--- config.mk ---
export PLATFORM = sky130hd
export DESIGN_NAME = uart_rx_fifo_flat
export DESIGN_NICKNAME = d
export VERILOG_FILES = /design/src/rtl/uart_rx_fifo_if.sv /design/src/rtl/uart_rx_fifo.sv /design/src/flat_wrapper.sv
export SDC_FILE = /design/constraint.sdc
export NUM_CORES = 1
export LEC_CHECK = 0
export CAP_MARGIN = 20
export CORE_MARGIN = 5
export CORE_UTILIZATION = 55
export CTS_CLUSTER_SIZE = 8
export DETAILED_ROUTE_END_ITERATION = 10
export GPL_ROUTABILITY_DRIVEN = 0
export MAX_ROUTING_LAYER = met4
export PLACE_DENSITY = 0.75
export SLEW_MARGIN = 20
export SYNTH_ARGS = -nofsm -noshare
export SYNTH_HDL_FRONTEND = slang
export SYNTH_SLANG_ARGS = --single-unit
--- constraint.sdc ---
create_clock -name clk -period 5.2 [get_ports clk]
set_input_delay 0.52 -clock clk [delete_from_list [all_inputs] [get_ports clk]]
set_output_delay 0.52 -clock clk [all_outputs]
set_load 0.05 [all_outputs]
--- src/rtl/uart_rx_fifo_if.sv ---
// Bus between the UART receive front end and its consumer (data_memory).
// The slave modport is the receiver side; the master modport is the consumer side.
// Optional status wires exist only when UART_RX_STATUS_EN is defined.
// Handshake: a pop is accepted on a clock edge where rdreq=1 and empty=0 are both
// sampled; q carries that byte from the following cycle and holds it until the next
// accepted pop. rdreq with empty=1 is ignored.
interface uart_rx_fifo_if #(
    parameter int DEPTH_LOG2 = 4
);
    logic                  rxd;
    logic                  rdreq;
    logic [7:0]            q;
    logic                  empty;
    logic                  full;
    logic [DEPTH_LOG2:0]   usedw;
    logic [2:0]            dbg_state;
`ifdef UART_RX_STATUS_EN
    logic                  frame_err;
    logic                  overrun;
`endif

    modport slave (
        input  rxd,
        input  rdreq,
        output q,
        output empty,
        output full,
        output usedw,
`ifdef UART_RX_STATUS_EN
        output frame_err,
        output overrun,
`endif
        output dbg_state
    );

    modport master (
        output rxd,
        output rdreq,
        input  q,
        input  empty,
        input  full,
        input  usedw,
`ifdef UART_RX_STATUS_EN
        input  frame_err,
        input  overrun,
`endif
        input  dbg_state
    );
endinterface

--- src/rtl/uart_rx_fifo.sv ---
// UART 8N1 receiver feeding a normal-timing (non-show-ahead) byte FIFO.
// Optional sticky status outputs frame_err/overrun: define UART_RX_STATUS_EN.
// dbg_state exposes the receive FSM state for observation.
module uart_rx_fifo #(
    parameter int CLK_HZ     = 50_000_000,
    parameter int BAUD       = 115_200,
    parameter int DEPTH_LOG2 = 4
) (
    input  logic             clk,
    input  logic             rst,
    uart_rx_fifo_if.slave    bus
);
    localparam int CLKS_PER_BIT = CLK_HZ / BAUD;
    localparam int CNT_W        = $clog2(CLKS_PER_BIT);
    localparam int DEPTH        = 2 ** DEPTH_LOG2;
    localparam logic [CNT_W-1:0] C_MID  = CNT_W'(CLKS_PER_BIT / 2 - 1);
    localparam logic [CNT_W-1:0] C_LAST = CNT_W'(CLKS_PER_BIT - 1);

    typedef enum logic [2:0] {
        S_IDLE  = 3'd0,
        S_START = 3'd1,
        S_DATA  = 3'd2,
        S_STOP  = 3'd3,
        S_BREAK = 3'd4
    } state_t;

    logic             r_sync1, r_rxd_s;
    state_t           r_state, w_state_n;
    logic [CNT_W-1:0] r_cnt, w_cnt_n;
    logic [2:0]       r_idx, w_idx_n;
    logic [7:0]       r_sh, w_sh_n;
    logic             w_push, w_ferr;

    logic [7:0]          r_mem [DEPTH];
    logic [DEPTH_LOG2:0] r_wr, r_rd, w_wr_n, w_rd_n;
    logic [7:0]          r_q;
    logic                r_empty, r_full;
    logic [DEPTH_LOG2:0] r_usedw;
    logic                w_push_ok, w_pop_ok;

    // Two-flop synchroniser for the asynchronous serial input (idles high).
    always_ff @(posedge clk or posedge rst) begin
        if (rst) begin
            r_sync1 <= 1'b1;
            r_rxd_s <= 1'b1;
        end else begin
            r_sync1 <= bus.rxd;
            r_rxd_s <= r_sync1;
        end
    end

    // Receive FSM state, bit timer, bit index and shift register.
    always_ff @(posedge clk or posedge rst) begin
        if (rst) begin
            r_state <= S_IDLE;
            r_cnt   <= '0;
            r_idx   <= '0;
            r_sh    <= '0;
        end else begin
            r_state <= w_state_n;
            r_cnt   <= w_cnt_n;
            r_idx   <= w_idx_n;
            r_sh    <= w_sh_n;
        end
    end

    // Next-state logic; the timer restarts at 0 whenever a state is (re)entered,
    // and data/stop samples fall one full bit period apart from mid start bit.
    always_comb begin
        w_state_n = r_state;
        w_cnt_n   = r_cnt + 1'b1;
        w_idx_n   = r_idx;
        w_sh_n    = r_sh;
        w_push    = 1'b0;
        w_ferr    = 1'b0;
        case (r_state)
            S_IDLE: begin
                w_cnt_n = '0;
                if (!r_rxd_s) w_state_n = S_START;
            end
            S_START: begin
                if (r_cnt == C_MID) begin
                    w_cnt_n = '0;
                    if (!r_rxd_s) begin
                        w_state_n = S_DATA;
                        w_idx_n   = '0;
                    end else begin
                        w_state_n = S_IDLE;
                    end
                end
            end
            S_DATA: begin
                if (r_cnt == C_LAST) begin
                    w_cnt_n = '0;
                    w_sh_n  = {r_rxd_s, r_sh[7:1]};
                    if (r_idx == 3'd7) w_state_n = S_STOP;
                    else               w_idx_n   = r_idx + 3'd1;
                end
            end
            S_STOP: begin
                if (r_cnt == C_LAST) begin
                    w_cnt_n = '0;
                    if (r_rxd_s) begin
                        w_push    = 1'b1;
                        w_state_n = S_IDLE;
                    end else begin
                        w_ferr    = 1'b1;
                        w_state_n = S_BREAK;
                    end
                end
            end
            S_BREAK: begin
                w_cnt_n = '0;
                if (r_rxd_s) w_state_n = S_IDLE;
            end
            default: begin
                w_state_n = S_IDLE;
                w_cnt_n   = '0;
            end
        endcase
    end

    // Push is refused while full; pop is refused while empty (flags from this cycle).
    assign w_push_ok = w_push && !r_full;
    assign w_pop_ok  = bus.rdreq && !r_empty;
    assign w_wr_n    = r_wr + {{DEPTH_LOG2{1'b0}}, w_push_ok};
    assign w_rd_n    = r_rd + {{DEPTH_LOG2{1'b0}}, w_pop_ok};

    // FIFO storage; stale contents are harmless because the pointers gate reads.
    always_ff @(posedge clk) begin
        if (w_push_ok) r_mem[r_wr[DEPTH_LOG2-1:0]] <= r_sh;
    end

    // Pointers, output byte and status flags derived from the next pointer values.
    always_ff @(posedge clk or posedge rst) begin
        if (rst) begin
            r_wr    <= '0;
            r_rd    <= '0;
            r_q     <= '0;
            r_empty <= 1'b1;
            r_full  <= 1'b0;
            r_usedw <= '0;
        end else begin
            r_wr    <= w_wr_n;
            r_rd    <= w_rd_n;
            if (w_pop_ok) r_q <= r_mem[r_rd[DEPTH_LOG2-1:0]];
            r_empty <= (w_wr_n == w_rd_n);
            r_full  <= (w_wr_n[DEPTH_LOG2] != w_rd_n[DEPTH_LOG2]) &&
                       (w_wr_n[DEPTH_LOG2-1:0] == w_rd_n[DEPTH_LOG2-1:0]);
            r_usedw <= w_wr_n - w_rd_n;
        end
    end

`ifdef UART_RX_STATUS_EN
    logic r_frame_err, r_overrun;

    // Sticky error flags, cleared only by reset.
    always_ff @(posedge clk or posedge rst) begin
        if (rst) begin
            r_frame_err <= 1'b0;
            r_overrun   <= 1'b0;
        end else begin
            if (w_ferr)            r_frame_err <= 1'b1;
            if (w_push && r_full)  r_overrun   <= 1'b1;
        end
    end

    assign bus.frame_err = r_frame_err;
    assign bus.overrun   = r_overrun;
`else
    logic w_unused_ferr;
    assign w_unused_ferr = w_ferr;
`endif

    assign bus.q         = r_q;
    assign bus.empty     = r_empty;
    assign bus.full      = r_full;
    assign bus.usedw     = r_usedw;
    assign bus.dbg_state = r_state;
endmodule

--- src/flat_wrapper.sv ---
// flat-port wrapper written by rule: the top's interface ports become plain ports
module uart_rx_fifo_flat 
#(
    parameter int CLK_HZ     = 50_000_000,
    parameter int BAUD       = 115_200,
    parameter int DEPTH_LOG2 = 4
)
  (clk, rst, bus_rxd, bus_rdreq, bus_q, bus_empty, bus_full, bus_usedw, bus_dbg_state);
  uart_rx_fifo_if #(.DEPTH_LOG2(DEPTH_LOG2)) bus_i ();
  input  logic clk;
  input  logic rst;
  input wire logic [$bits(bus_i.rxd)-1:0] bus_rxd;
  input wire logic [$bits(bus_i.rdreq)-1:0] bus_rdreq;
  output wire logic [$bits(bus_i.q)-1:0] bus_q;
  output wire logic [$bits(bus_i.empty)-1:0] bus_empty;
  output wire logic [$bits(bus_i.full)-1:0] bus_full;
  output wire logic [$bits(bus_i.usedw)-1:0] bus_usedw;
  output wire logic [$bits(bus_i.dbg_state)-1:0] bus_dbg_state;
  assign bus_i.rxd = bus_rxd;
  assign bus_i.rdreq = bus_rdreq;
  assign bus_q = bus_i.q;
  assign bus_empty = bus_i.empty;
  assign bus_full = bus_i.full;
  assign bus_usedw = bus_i.usedw;
  assign bus_dbg_state = bus_i.dbg_state;
  uart_rx_fifo #(.CLK_HZ(CLK_HZ), .BAUD(BAUD), .DEPTH_LOG2(DEPTH_LOG2)) u_core (.clk(clk), .rst(rst), .bus(bus_i));
endmodule
==> results.md, run 1 <==
* Uppermost layer routed: met4
* Synth area leaders: edfxtp_1 (52%), dfrtp_1 (16%), mux2i_1 (9.1%), ha_1 (2.2%), nand3_1 (2.1%)
* Cells along the critical path: ha_1 -> ha_1 -> xor2_1 -> inv_1 -> ha_1 -> a21o_1 -> a21oi_1 -> xnor2_1
* Root buf cell: clkbuf_16
* #FFs+latches synth at 178
* TritonCTS clock tree: yes
* WL met1 at just over 6000 µm
* CTS Sinks at between 150 and 200
* Drt pass-1 iters at 5
* Core area at approximately 13000 µm²
* Least-Margin Pin Slew at 1.14 ns
* Largest area contributor in the netlist: edfxtp_1
* Cell Area, Synth at 7340 µm²
* Drt total wl at 13900 µm
* Syn avg cell area at around 15 µm²
* Worst R2R Path Depth at 8
* Largest net degree at the start of global routing at 66
* Syn Nets at 513
* Detail Route Antenna Nets at 0
* Final Cycle Share at 0.550
* Clk Latency, worst-skew pair at about 0.42 ns
* Avg WL per Cell at a little under 20 µm
* GRT Total Usage at 0.190
* Number of setup buffers added after CTS at 0
* Register area share after synthesis at 0.695
* Area Growth Syn to Fin at 13.4%
* WS Path Type: register to register
* Die area at 15800 µm²
* Post-synth top area share at 0.524
* Total negative slack at 0 ns
* # IOs at 22
* Finished Cell Area at roughly 8300 µm²
* Layout cell share with drive strength beyond 1 at 0.119
* CTS Buf Count at 17
* Headroom to the max-slew limit at 0.241
* Initial antenna violation count at 0
* Dpl cell area at 7690 µm²
* Final #Nets at 535
* Crit-path slowest cell: dfrtp_4
* CP endpoint kind: register
* Metal2 WL at 6490 µm
* DR iter-0 viols at 365
* Via count at 4005
* CP required at 5.55 ns
* RSZ-0062 raised after global routing: false
* Crit path max fanout at 65
* First-pass GRT wire length at 22100 µm
* Async SR Flop Fraction at 0.281
* Leak Pwr at 2.94 nW
* Most frequent CP cell: ha_1
* Crit path time final at 2.86 ns
* Primary FF master, synth: edfxtp_1
* Worst min path class: register to register
* Peak supply drop at 0.000297 V
* Cells after Synth at approximately 500
* Hpwl dp at 8820 µm
* Max-cap violations at 0
* PwrDens at 468 nW/µm²
* Post-cts hold buffer count at 0
* Gr ovfl total at 0
* Row cnt at 42
* Hold Vio Cnt, Final at 0
* Clk slew on worst S/H paths at 0.06 ns
* Setup Skew at slightly below 0.008 ns
* Fmax achieved at about 0.35 GHz
* Vias in the first global route at 3965
* H-tree depth at 4
* Synth warnings at 0
* CP startpoint kind: register
* WP data arrival at 3.21 ns
* Hold Path Cell Cnt at 0
* DR vias/cell at 5.67
* ANT cells at 0
* Clk buf depth at 2
* Port Buffers at 21
* Die height at 126 µm
* Initial core utilization at 0.557
* Number of synthesized flops with an enable pin at roughly 130
* Slew Viols, Final at 0
* Residual DRC at 0
* Library cells used by synthesis at 43
* Die width at 126 µm
* Metal3 WL at about 940 µm
* Post-CTS Resized at 0
* Status: finished clean
* Final setup fails at 0
* Worst path max stage delay at ~1.2 ns
kinds of logic after synthesis:
logic type | share of synthesized area
AO/OA/AOI/OAI | 0.0423
XOR/XNOR | 0.0215
adder cells (fa/ha/maj) | 0.0249
buffers and inverters | 0.0218
flip-flops | 0.695
multiplexers | 0.106
AND/OR/NAND/NOR | 0.0893
path summary, 6_finish.rpt:
kind | from | slack (ns) | endpoint
worst max-delay path | u_core.r_rd[0] | 2.34 | u_core.bus.usedw[4]
worst max register to register | u_core.r_rd[0] | 2.34 | u_core.bus.usedw[4]
worst min-delay path | u_core.r_sync1 | 0.36 | u_core.r_rxd_s
max in group asynchronous | rst | 4.02 | u_core.r_rd[0]
worst min register to register | u_core.r_sync1 | 0.36 | u_core.r_rxd_s
min in group asynchronous | rst | 0.58 | u_core.bus.usedw[4]
worst max-delay path: cells and delay by family (launching register included):
family,cells,cell delay [ns]
flip-flops,1,1.16
adder cells (fa/ha/maj),3,0.87
buffers and inverters,1,0.07
XOR/XNOR,2,0.33
AO/OA/AOI/OAI,2,0.35
where the power goes:
part / switching [mW] / total (mW) / internal (mW) / leakage, nW
Sequential: 0.183 / 1.77 / 1.59 / 1.51
Combinational: 0.481 / 0.825 / 0.344 / 1.14
Clock: 0.514 / 1.30 / 0.782 / 0.289
per-stage QoR:
step	hold slack, ns	setup slack, ns	std cells	power (mW)	util
after floorplan	0.345	2.48	495	2.36	-
after global placement	0.347	2.32	673	2.60	0.583
after detailed placement	0.352	2.25	673	2.62	0.583
after CTS	0.361	2.28	705	3.90	0.630
after global routing	0.364	2.17	706	4.03	0.631
final	0.358	2.34	706	3.89	0.631
per-layer routing:
layer	global-route usage	up-vias
met2	0.282	148
met5	-	-
met3	0.0422	27
li1	-	1863
met4	0.0727	0
met1	0.258	1967
flip-flops by register name, indices dropped and copies added (netlist names):
signal                count
u_core.r_mem            128
u_core.r_cnt              9
u_core.bus.q              8
u_core.r_sh               8
u_core.bus.usedw          5
u_core.r_rd               5
u_core.r_wr               5
u_core.bus.dbg_state      3
u_core.r_idx              3
u_core.bus.empty          1
u_core.bus.full           1
u_core.r_rxd_s            1
u_core.r_sync1            1
synth_stat cells, types with 3 or more instances:
master / instances
edfxtp_1: 128
mux2i_1: 67
dfrtp_1: 47
nand2_1: 33
nand3_1: 31
nor2_1: 29
a21oi_1: 22
a22oi_1: 16
inv_1: 16
ha_1: 13
clkbuf_1: 11
xnor2_1: 11
buf_2: 8
mux2_2: 8
xor2_1: 7
nand2b_1: 6
nor3_1: 5
nand3b_1: 4
dfstp_2: 3
nor2b_1: 3
or3b_2: 3
placed cells by master, fill, tap and decap left out, drive strengths merged, types with 2 or more instances in the layout:
cell type      instances
a21o                   2
a21oi                 22
a22oi                 16
and2                   2
buf                    3
bufinv                 3
clkbuf                20
clkdlybuf4s50         21
clkinv                 5
clkinvlp               4
dfrtp                 47
dfstp                  3
edfxtp               128
ha                    13
inv                   16
mux2                   9
mux2i                 67
nand2                 34
nand2b                 6
nand3                 31
nand3b                 4
nand4b                 2
nor2                  29
nor2b                  3
nor3                   6
or3b                   4
xnor2                 11
xor2                   7
final cells by class:
cell class,instances,area [µm²]
Clock inverter,12,156
Tap cell,176,220
Multi-Input combinational cell,280,2090
Sequential cell,178,5100
Timing Repair Buffer,24,233
Fill cell,902,4870
Inverter,16,61.3
Clock buffer,20,457
Note: power is estimated with default switching activity, not from simulation.
==> run 2: changes to the inputs <==
--- a/config.mk
+++ b/config.mk
@@ -12,7 +12,7 @@
 export DETAILED_ROUTE_END_ITERATION = 10
 export GPL_ROUTABILITY_DRIVEN = 0
 export MAX_ROUTING_LAYER = met4
-export PLACE_DENSITY = 0.75
+export PLACE_DENSITY = 0.78
 export SLEW_MARGIN = 20
 export SYNTH_ARGS = -nofsm -noshare
 export SYNTH_HDL_FRONTEND = slang
==> constraint.sdc (replaced) <==
create_clock -name clk -period 2.3 [get_ports clk]
set_input_delay 0.23 -clock clk [delete_from_list [all_inputs] [get_ports clk]]
set_output_delay 0.23 -clock clk [all_outputs]
set_load 0.05 [all_outputs]
==> results.md, run 2 (synthesized netlist as in run 1, its figures left out) <==
* Status: finished, violations left
* Failing checks: negative setup slack
* Clk Latency, worst-skew pair at 0.43 ns (about the same)
* ANT cells at 0 (unchanged)
* Hpwl dp at 9180 µm (+4.0%)
* Initial antenna violation count at 0 (unchanged)
* Drt total wl at 14500 µm (+4.9%)
* Die area at 15800 µm² (unchanged)
* Commonest non-fill, non-tap cells in the layout: edfxtp_1 (128), mux2i_1 (67), buf_4 (45)
* Commonest non-fill, non-tap cell in the layout: edfxtp_1
* PwrDens at 1030 nW/µm² (+120%)
* Headroom to the max-slew limit at 0.591 (+0.350)
* Final #Nets at 582 (+8.8%)
* Worst min path class: input port to async pin
* Initial core utilization at 0.557 (unchanged)
* Overall Power at 9.19 mW (+140%)
* RSZ-0062 raised after global routing: true
* Peak supply drop at 0.00102 V (+240%)
* CP required at 2.64 ns (-2.91 ns)
* Clk slew on worst S/H paths at 0.06 ns (about the same)
* CTS Buf Count at 17 (unchanged)
* Area Growth Syn to Fin at 21.1%
* Crit path max fanout at 2 (-97%)
* Setup Skew at 0.0134 ns (+0.00550 ns)
* Gr ovfl total at 0 (unchanged)
* Residual DRC at 0 (unchanged)
* Crit path time final at 2.36 ns (-0.504 ns)
* Drt pass-1 iters at 4 (-1)
* Avg WL per Cell at 19.3 µm (-1.7%)
* DR iter-0 viols at 353 (-3.3%)
* CP endpoint kind: register
* DR vias/cell at 5.58 (-1.6%)
* H-tree depth at 4 (unchanged)
* Row cnt at 42 (unchanged)
* Max FFs per register at 128 (unchanged)
* Dpl cell area at 8060 µm² (+4.7%)
* WP data arrival at 2.70 ns (-0.51 ns)
* Fmax achieved at 0.424 GHz (+21%)
* DP Worst Slack at -0.155 ns (-2.40 ns)
* Hold Vio Cnt, Final at 0 (unchanged)
* Via count at 4205 (+5.0%)
* Root buf cell: clkbuf_16
* WS Path Type: register to register
* Post-cts hold buffer count at 0 (unchanged)
* # IOs at 22 (unchanged)
* Final Cycle Share at 1.02 (+0.475)
* CP startpoint kind: register
* GRT Total Usage at 0.196 (+0.00669)
* Layout cell share with drive strength beyond 1 at 0.227 (+0.108)
* Finished Cell Area at 8890 µm² (+6.8%)
* Hold Slack at 0.132 ns (-0.226 ns)
* Largest net degree at the start of global routing at 65 (-1.5%)
* Final worst slack at -0.0575 ns (-2.40 ns)
* Port Buffers at 21 (unchanged)
* Vias in the first global route at 4346 (+9.6%)
* Clk buf depth at 2 (unchanged)
* Detail Route Antenna Nets at 0 (unchanged)
* First-pass GRT wire length at 23100 µm (+4.7%)
* Die height at 126 µm (unchanged)
* Core area at 13200 µm² (unchanged)
* Max-cap violations at 0 (unchanged)
* TritonCTS clock tree: yes
* Final setup fails at 2 (+2)
* CTS Sinks at 178 (unchanged)
* Die width at 126 µm (unchanged)
* Leak Pwr at 3.19 nW (+8.8%)
* Least-Margin Pin Slew at 0.612 ns (-0.526 ns)
* Slew Viols, Final at 0 (unchanged)
## run 2: changes by cell type in the layout (fill, tap and decap cells not counted), moves of 4 or more
cell / previous run / this run
ha_4: 0 / 5
dfrtp_2: 0 / 4
clkbuf_1: 1 / 5
inv_2: 0 / 4
dfrtp_1: 46 / 42
buf_4: 3 / 45
xor2_1: 7 / 3
xor2_2: 0 / 4
buf_6: 0 / 4
ha_1: 13 / 6
## run 2: worst max-delay path: stages (launching register included)
cell       delay, ns
dfrtp_1         0.38
nand4bb_4       0.24
nor4_4          0.29
ha_2            0.33
inv_2           0.07
ha_4            0.12
inv_2           0.04
fa_2            0.34
a21o_1          0.18
a21oi_2         0.15
xnor2_1         0.13
## run 2: repair_timing
action / 4_1_cts / 5_1_grt
buffers inserted: 3 / 5
pin swaps: 2 / 4
hold endpoints to repair: 0 / 0
resized for setup: 7 / 23
endpoints found under the setup margin: 5 / 29
## run 2: per-layer routing
metal  wire length [µm]  global-route usage  up-vias
li1                   -                   -     1956
met1               5980               0.241     2118
met2               7690               0.325      105
met3                591              0.0422       26
met4                277              0.0689        0
met5                  0                   -        -
## run 2: worst paths after layout
kind                            startpoint                  end  slack (ns)  cells after the start
max                        u_core.r_cnt[6]  u_core.bus.usedw[4]       -0.06                     10
min                                    rst  u_core.bus.usedw[3]        0.13                      2
max reg2reg                u_core.r_cnt[6]  u_core.bus.usedw[4]       -0.06                     10
min reg2reg                 u_core.r_sync1       u_core.r_rxd_s        0.36                      0
max in group asynchronous              rst       u_core.r_rxd_s        1.48                      3
min in group clk                   bus_rxd       u_core.r_sync1        0.23                      1
## run 2: report_power, final
part / switching (mW) / internal, mW
logic: 1.53 / 0.976
clock network: 1.14 / 1.81
registers: 0.136 / 3.60
total: 2.80 / 6.39
## run 2: through the flow
stage / instances / utilization / setup TNS (ns)
6_report: 753 / 0.674 / -0.0865
5_1_grt: 753 / 0.674 / -0.908
4_1_cts: 749 / 0.662 / -0.102
3_5_place_dp: 714 / 0.611 / -0.371
3_3_place_gp: 714 / 0.611 / -0.0575
2_1_floorplan: 495 / - / -0.219
## run 2: area by class of cell
cell class,instances,area (µm²)
clock buffers,22,444
multi-input cells,280,2280
well taps,176,220
flip-flops and latches,178,5110
repair buffers,71,613
clock inverters,10,160
inverters,16,60.1
fillers,894,4300
==> run 3: changes to the inputs <==
--- a/config.mk
+++ b/config.mk
@@ -5,7 +5,7 @@
 export SDC_FILE = /design/constraint.sdc
 export NUM_CORES = 1
 export LEC_CHECK = 0
-export CAP_MARGIN = 20
+export CAP_MARGIN = 10
 export CORE_MARGIN = 5
 export CORE_UTILIZATION = 55
 export CTS_CLUSTER_SIZE = 8
==> results of run 3 <==
The final DEF is identical to that of run 2; final timing and power are the same.
